## src/rtl/clk_count_monitor.sv

```systemverilog
// Per-channel frequency monitor: counts synchronized rising edges over a fixed reference window
// and checks each count against programmable limits. Define CLK_MON_STICKY_EN for FAIL_STICKY.
module clk_count_monitor #(
  parameter int unsigned NUM_C         = 4,
  parameter int unsigned EDGE_W        = 16,
  parameter int unsigned WINDOW_CYCLES = 65536
) (
  input  logic                    CLK_IN1,
  input  logic                    COUNTER_RESET,
  input  logic                    ENABLE,
  input  logic [NUM_C-1:0]        COUNT_IN,
  input  logic [NUM_C*EDGE_W-1:0] LIMIT_LO,
  input  logic [NUM_C*EDGE_W-1:0] LIMIT_HI,
  output logic [NUM_C*EDGE_W-1:0] MEAS_DATA,
  output logic                    MEAS_VALID,
  output logic [NUM_C-1:0]        PASS,
  output logic [NUM_C-1:0]        FAIL_STICKY,
  output logic                    BUSY
);

  localparam int unsigned       WinW    = $clog2(WINDOW_CYCLES);
  localparam logic [WinW-1:0]   WinLast = WinW'(WINDOW_CYCLES - 1);
  localparam logic [EDGE_W-1:0] CntMax  = '1;

  localparam logic [1:0] StIdle   = 2'd0;
  localparam logic [1:0] StSettle = 2'd1;
  localparam logic [1:0] StRun    = 2'd2;

  logic [1:0]                    state_q, state_d;
  logic [WinW-1:0]               win_cnt_q, win_cnt_d;
  logic [NUM_C-1:0]              s1_q, s1_d, s2_q, s2_d, s3_q, s3_d;
  logic [NUM_C-1:0]              edge_det;
  logic [NUM_C-1:0][EDGE_W-1:0]  edge_cnt_q, edge_cnt_d;
  logic [NUM_C-1:0][EDGE_W-1:0]  closing;
  logic [NUM_C*EDGE_W-1:0]       meas_data_q, meas_data_d;
  logic                          meas_valid_q, meas_valid_d;
  logic [NUM_C-1:0]              pass_q, pass_d;
  logic                          terminal;
  logic                          publish;

  assign edge_det = s2_q & ~s3_q;
  assign terminal = (state_q != StIdle) && (win_cnt_q == WinLast);
  // Only RUN windows are published; the SETTLE window is thrown away.
  assign publish  = terminal && (state_q == StRun);

  always_comb begin
    s1_d = COUNT_IN;
    s2_d = s1_q;
    s3_d = s2_q;
  end

  always_comb begin
    state_d   = state_q;
    win_cnt_d = win_cnt_q;
    case (state_q)
      StIdle: begin
        win_cnt_d = '0;
        if (ENABLE) begin
          state_d = StSettle;
        end
      end
      StSettle, StRun: begin
        win_cnt_d = terminal ? '0 : win_cnt_q + WinW'(1);
        if (!ENABLE) begin
          state_d   = StIdle;
          win_cnt_d = '0;
        end else if (terminal) begin
          state_d = StRun;
        end
      end
      default: begin
        state_d   = StIdle;
        win_cnt_d = '0;
      end
    endcase
  end

  always_comb begin
    for (int unsigned i = 0; i < NUM_C; i++) begin
      closing[i] = (edge_det[i] && (edge_cnt_q[i] != CntMax)) ? edge_cnt_q[i] + 1'b1
                                                              : edge_cnt_q[i];
      edge_cnt_d[i] = closing[i];
      if ((state_q == StIdle) || terminal || !ENABLE) begin
        edge_cnt_d[i] = '0;
      end
    end
  end

  always_comb begin
    meas_valid_d = publish;
    meas_data_d  = meas_data_q;
    pass_d       = pass_q;
    if (publish) begin
      for (int unsigned i = 0; i < NUM_C; i++) begin
        meas_data_d[i*EDGE_W +: EDGE_W] = closing[i];
        pass_d[i] = (closing[i] >= LIMIT_LO[i*EDGE_W +: EDGE_W]) &&
                    (closing[i] <= LIMIT_HI[i*EDGE_W +: EDGE_W]);
      end
    end
  end

  always_ff @(posedge CLK_IN1) begin
    if (COUNTER_RESET) begin
      state_q      <= StIdle;
      win_cnt_q    <= '0;
      s1_q         <= '0;
      s2_q         <= '0;
      s3_q         <= '0;
      edge_cnt_q   <= '0;
      meas_data_q  <= '0;
      meas_valid_q <= 1'b0;
      pass_q       <= '0;
    end else begin
      state_q      <= state_d;
      win_cnt_q    <= win_cnt_d;
      s1_q         <= s1_d;
      s2_q         <= s2_d;
      s3_q         <= s3_d;
      edge_cnt_q   <= edge_cnt_d;
      meas_data_q  <= meas_data_d;
      meas_valid_q <= meas_valid_d;
      pass_q       <= pass_d;
    end
  end

`ifdef CLK_MON_STICKY_EN
  logic [NUM_C-1:0] fail_sticky_q, fail_sticky_d;

  always_comb begin
    fail_sticky_d = fail_sticky_q;
    if (publish) begin
      fail_sticky_d = fail_sticky_q | ~pass_d;
    end
  end

  always_ff @(posedge CLK_IN1) begin
    if (COUNTER_RESET) begin
      fail_sticky_q <= '0;
    end else begin
      fail_sticky_q <= fail_sticky_d;
    end
  end

  assign FAIL_STICKY = fail_sticky_q;
`else
  assign FAIL_STICKY = '0;
`endif

  assign MEAS_DATA  = meas_data_q;
  assign MEAS_VALID = meas_valid_q;
  assign PASS       = pass_q;
  assign BUSY       = (state_q != StIdle);

endmodule

```

## config.mk

```make
export PLATFORM = sky130hd
export DESIGN_NAME = clk_count_monitor
export DESIGN_NICKNAME = d
export VERILOG_FILES = /design/src/rtl/clk_count_monitor.sv
export SDC_FILE = /design/constraint.sdc
export NUM_CORES = 1
export LEC_CHECK = 0
export ABC_AREA = 1
export CORE_MARGIN = 2
export CORE_UTILIZATION = 46
export CTS_CLUSTER_DIAMETER = 30
export DETAILED_ROUTE_END_ITERATION = 6
export GPL_TIMING_DRIVEN = 0
export PLACE_DENSITY = 0.7
export SLEW_MARGIN = 20
export SYNTH_ARGS = -nofsm -noshare
export SYNTH_HDL_FRONTEND = slang
export SYNTH_SLANG_ARGS = --single-unit
```

## constraint.sdc

```tcl
create_clock -name CLK_IN1 -period 4.7 [get_ports CLK_IN1]
set_clock_uncertainty 0.15 [all_clocks]
set_input_delay 0.94 -clock CLK_IN1 [delete_from_list [all_inputs] [get_ports CLK_IN1]]
set_output_delay 0.94 -clock CLK_IN1 [all_outputs]
set_load 0.1 [all_outputs]
```

* Yosys cells after proc, flatten, opt, wreduce, memory -nomap -nowiden
Index checks and enable logic that the tools add are counted.
Storage, ports and cells: output and inout bits 74, register bits after elaboration 163, input bits 135
Cells by class: add/sub/neg operators 5, eq/ne operators 9, mux-type cells 8, bitwise operators 4, order comparisons 8, reduce and logical (&&, ||, !) cells 19
Operators with widths (count):
- adder 16 x 1 -> 16 bit, second input constant | 5
- >= comparator 16 bit | 4
- less-or-equal comparator 16 bit | 4
- two-way mux 16 bit | 4
- inequality test 16 bit, second input constant | 4
- == test 16 bit, second input constant | 1
- logical AND 1 bit | 10
- two-way mux 2 bit | 3
- bitwise AND 4 bit | 1
- NOT 4 bit | 1
- case mux 2 bit (2 select lines) | 1
- OR reduction 2 bit | 2
- OR reduction 4 bit | 1
- inequality test 3 bit, second input constant | 1
- == test 2 x 1 -> 1 bit, second input constant | 1
- == test 2 bit, second input constant | 1
- logical NOT 2 bit | 1
- logical OR 1 bit | 2
- inequality test 2 bit, second input constant | 1
- NOT 1 bit | 2
- AND reduction 2 bit | 1
- nonzero test 2 bit | 1
- logical NOT 1 bit | 1

* Logic depth before layout (Yosys ltp)
word-level depth 6, mapped depth 24

* Least setup slack after synthesis
Ideal clock, no wire load.
kind reg2reg, start reg edge_cnt_q[48] in the netlist's numbering, end reg pass_q[3] (netlist: PASS[3]), arrival time 2.439 ns, buffers on the path 1, required time 4.418 ns, cell stages (with the launch flop) 20, period minus slack after synthesis 2.721 ns, setup time 0.132 ns, setup slack 1.979 ns, path through dfxtp_1 ha_1 inv_1 nor2_2 inv_1 nor2_2 nand3_1 nand2_2 inv_2 buf_2 o21ai_2 inv_1 ha_1 nand2_1 nor3_1 nand2_1 nand2_1 nand2_1 nand3_1 a21oi_1
RTL lines:
- start: declaration | RTL line 33 | logic [NUM_C-1:0][EDGE_W-1:0] edge_cnt_q, edge_cnt_d;
- start signal: assignment | RTL line 119 | edge_cnt_q <= edge_cnt_d;
- end signal: assignment | RTL line 122 | pass_q <= pass_d;
- end: declaration | RTL line 37 | logic [NUM_C-1:0] pass_q, pass_d;

* Final worst setup path
start reg state_q[1], end out BUSY
On the way: cells in the longest elaborated chain, start to end 1
RTL lines:
- start: declaration | RTL line 29 | logic [1:0] state_q, state_d;
- start signal: assignment | RTL line 104 | state_q <= StIdle;
- start signal: assignment | RTL line 114 | state_q <= state_d;
- nonzero test 2 bit | RTL line 152 | assign BUSY = (state_q != StIdle);
- end: declaration | RTL line 18 | output logic BUSY
No other way between the ends.

==> metrics <==
first-pass GRT wire length between 40000 and 50000 um; metal3 WL ~1300 um; Global Route Usage Sum 0.2257; worst hold-check path type register to register; hold buffers post-CTS 0; die area between 20000 and 30000 um2; post-layout util 0.6004; share of the synthesized area in the top cell type 0.2956; total CTS buffers 17; Final Critical Period approximately 3.5 ns; worst r2r src edge_cnt_q[0]; fin area about 14000 um2; startpoint types register; Nets 2098; Top cell by count, worst path inv_1; chip width around 160 um; Max-Slew Margin vs Limit 0.2929; Leak 6.892 nW; Initial DRT Pass Iterations 5; Setup CP Type register to primary output; vias per cell approximately 4.8; starting density of the core 0.4689; critical path's slowest cell clkdlybuf4s50_1; Clk Tree Root Cell clkbuf_16; Final HPWL DP 22820 um; max layer used met5; worst-margin pin slew ~1.1 ns; clock sinks between 150 and 200; vias in the first global route 9868; pin count of the biggest net entering global routing 17; Hold Crit Start s1_q[2]; Reg clk slew, reported paths 0.07 ns; H-tree depth 4; Synth area leader dfxtp_1; highest fanout seen on the critical path 5; # DRC 0; GP Congestion approximately 0.9; initial antenna violation count 3; Syn Std Cell Area approximately 11000 um2; cells along the critical path inv_1, ha_1, inv_1, clkdlybuf4s50_1; RSZ-0062 raised after global routing no; port bufs 204; required time of the critical path approximately 3.6 ns; clock buffer depth 2; # rows 56; Max Slew Vio Count 0; Power Total 3.631 mW; worst vdd ir between 0.2 and 0.3 mV; M1 WL about 13000 um; share of layout cells above drive strength 1 0.07993; Die Y between 150 and 200 um; setup bufs post-CTS 0; worst-skew pair later-pin latency ~0.43 ns; Final Cycle Share 0.7482; Critical Path AT between 2 and 2.5 ns; endpoints failing hold 0; synth warn 0; drt first-iter violations between 500 and 600; status finished clean; post-cts sizing count 0; r2r worst-path depth 18; setup TNS 0 ns; Critical Path Sink Type primary output; Area after DPL between 10000 and 15000 um2; f_max approximately 0.28 GHz; Mapped Avg Cell Area about 7 um2; WHS ~0.25 ns; synth top area cells dfxtp_1 30%, ha_1 16%, nand2_1 12%; WL met2 approximately 13000 um; grt ovf 0; CP max stage delay between 1 and 1.5 ns; synthesized netlist cell count 1600; drt total wl ~29000 um; synth unique cells 36; Final setup violation count 0; hold path cells 2; Wirelength per Cell 13.21 um; Seq cells post-synth roughly 160; Worst setup startpoint state_q[1]; Routed Antenna Nets 0; max_cap viols 0; via count 10347; I/O pins ~210; P per Cell Area ~260 nW/um2; Area Growth Syn to Fin 28.05%; Seq/Total Area, Yosys 0.2956; CTS tree built; core footprint 23540 um2
==> final timing paths <==
kind / end / slack, ns
max: BUSY / 1.18
min: s2_q[2] / 0.25
max reg2reg: PASS[0] / 1.22
min reg2reg: s2_q[2] / 0.25
==> cells in the mapped netlist <==
library cell,n
nor3_1,20
inv_1,297
nand2_2,5
nor2_2,4
nand3_2,1
nand2_1,341
buf_2,14
xor2_1,42
o21a_1,3
inv_2,3
dfxtp_1,163
nand3b_1,4
or2_0,3
or2_2,13
nand4_1,25
nor3b_1,6
nor4_1,1
buf_4,12
nor2b_1,3
o21bai_1,1
buf_1,1
a21o_1,7
xnor2_1,14
buf_6,6
ha_1,137
o21ai_1,54
a21oi_2,49
a21oi_1,66
o21ai_0,29
conb_1,1
clkbuf_1,9
nand3_1,55
o21ai_2,7
nor2_4,1
nor2_1,202
nor3_2,1
==> area by class of cell <==
type	count	area, um2
clock inverters	13	196.4
repair buffers	204	2042
flip-flops and latches	163	3263
fillers	2219	9407
inverters	300	1126
clock buffers	19	442.9
well taps	319	399.1
diodes	2	5.005
plain buffers	42	265.3
multi-input cells	1098	6396
==> sequential cells by signal, summed over array words and instances, names as in the netlist <==
register	count
MEAS_VALID	1
win_cnt_q	16
PASS	4
s1_q	4
state_q	2
s2_q	4
s3_q	4
edge_cnt_q	64
MEAS_DATA	64
==> cells by family (layout without fill, tap and decap cells) <==
kind of cell / after synthesis / after routing / synth area share
other: 1 / 6 / 0.0003397
adder cells (fa/ha/maj): 137 / 137 / 0.1553
AND/OR/NAND/NOR: 685 / 685 / 0.2589
flip-flops: 163 / 163 / 0.2956
AO/OA/AOI/OAI: 216 / 216 / 0.1195
XOR/XNOR: 56 / 56 / 0.04443
buffers and inverters: 342 / 578 / 0.1260
==> worst max-delay path: cells and delay by family, from the launching register on <==
| kind | cells | cell delay (ns) |
|---|---|---|
| flip-flops | 1 | 0.36 |
| adder cells (fa/ha/maj) | 1 | 0.20 |
| buffers and inverters | 3 | 1.43 |
==> routing by layer <==
layer | vias to the layer above | global-route usage
li1 | 5452 | -
met5 | - | 0
met1 | 4619 | 0.2866
met3 | 37 | 0.04180
met4 | 2 | 0.06364
met2 | 237 | 0.3920
==> power by group <==
group / internal [mW] / switching, mW / leakage, nW / total, mW
registers: 1.41 / 0.0229 / 1.32 / 1.43
logic: 0.273 / 0.411 / 5.27 / 0.684
clock network: 0.914 / 0.601 / 0.306 / 1.51
total: 2.60 / 1.03 / 6.89 / 3.63
==> per-stage QoR <==
step	cells	setup WS [ns]
4_1_cts	2158	1.183
3_5_place_dp	2126	1.247
3_3_place_gp	2126	1.280
6_report	2160	1.184
5_1_grt	2159	0.9044
2_1_floorplan	1603	1.979
==> layout by cell type (no fill, tap or decap), types with 17 or more instances in the layout <==
master	count
a21oi_1	66
a21oi_2	49
clkbuf_16	17
clkdlybuf4s50_1	204
dfxtp_1	163
ha_1	137
inv_1	297
nand2_1	341
nand3_1	55
nand4_1	25
nor2_1	202
nor3_1	20
o21ai_0	29
o21ai_1	54
xor2_1	42
Power figures use the tool's default switching activity.
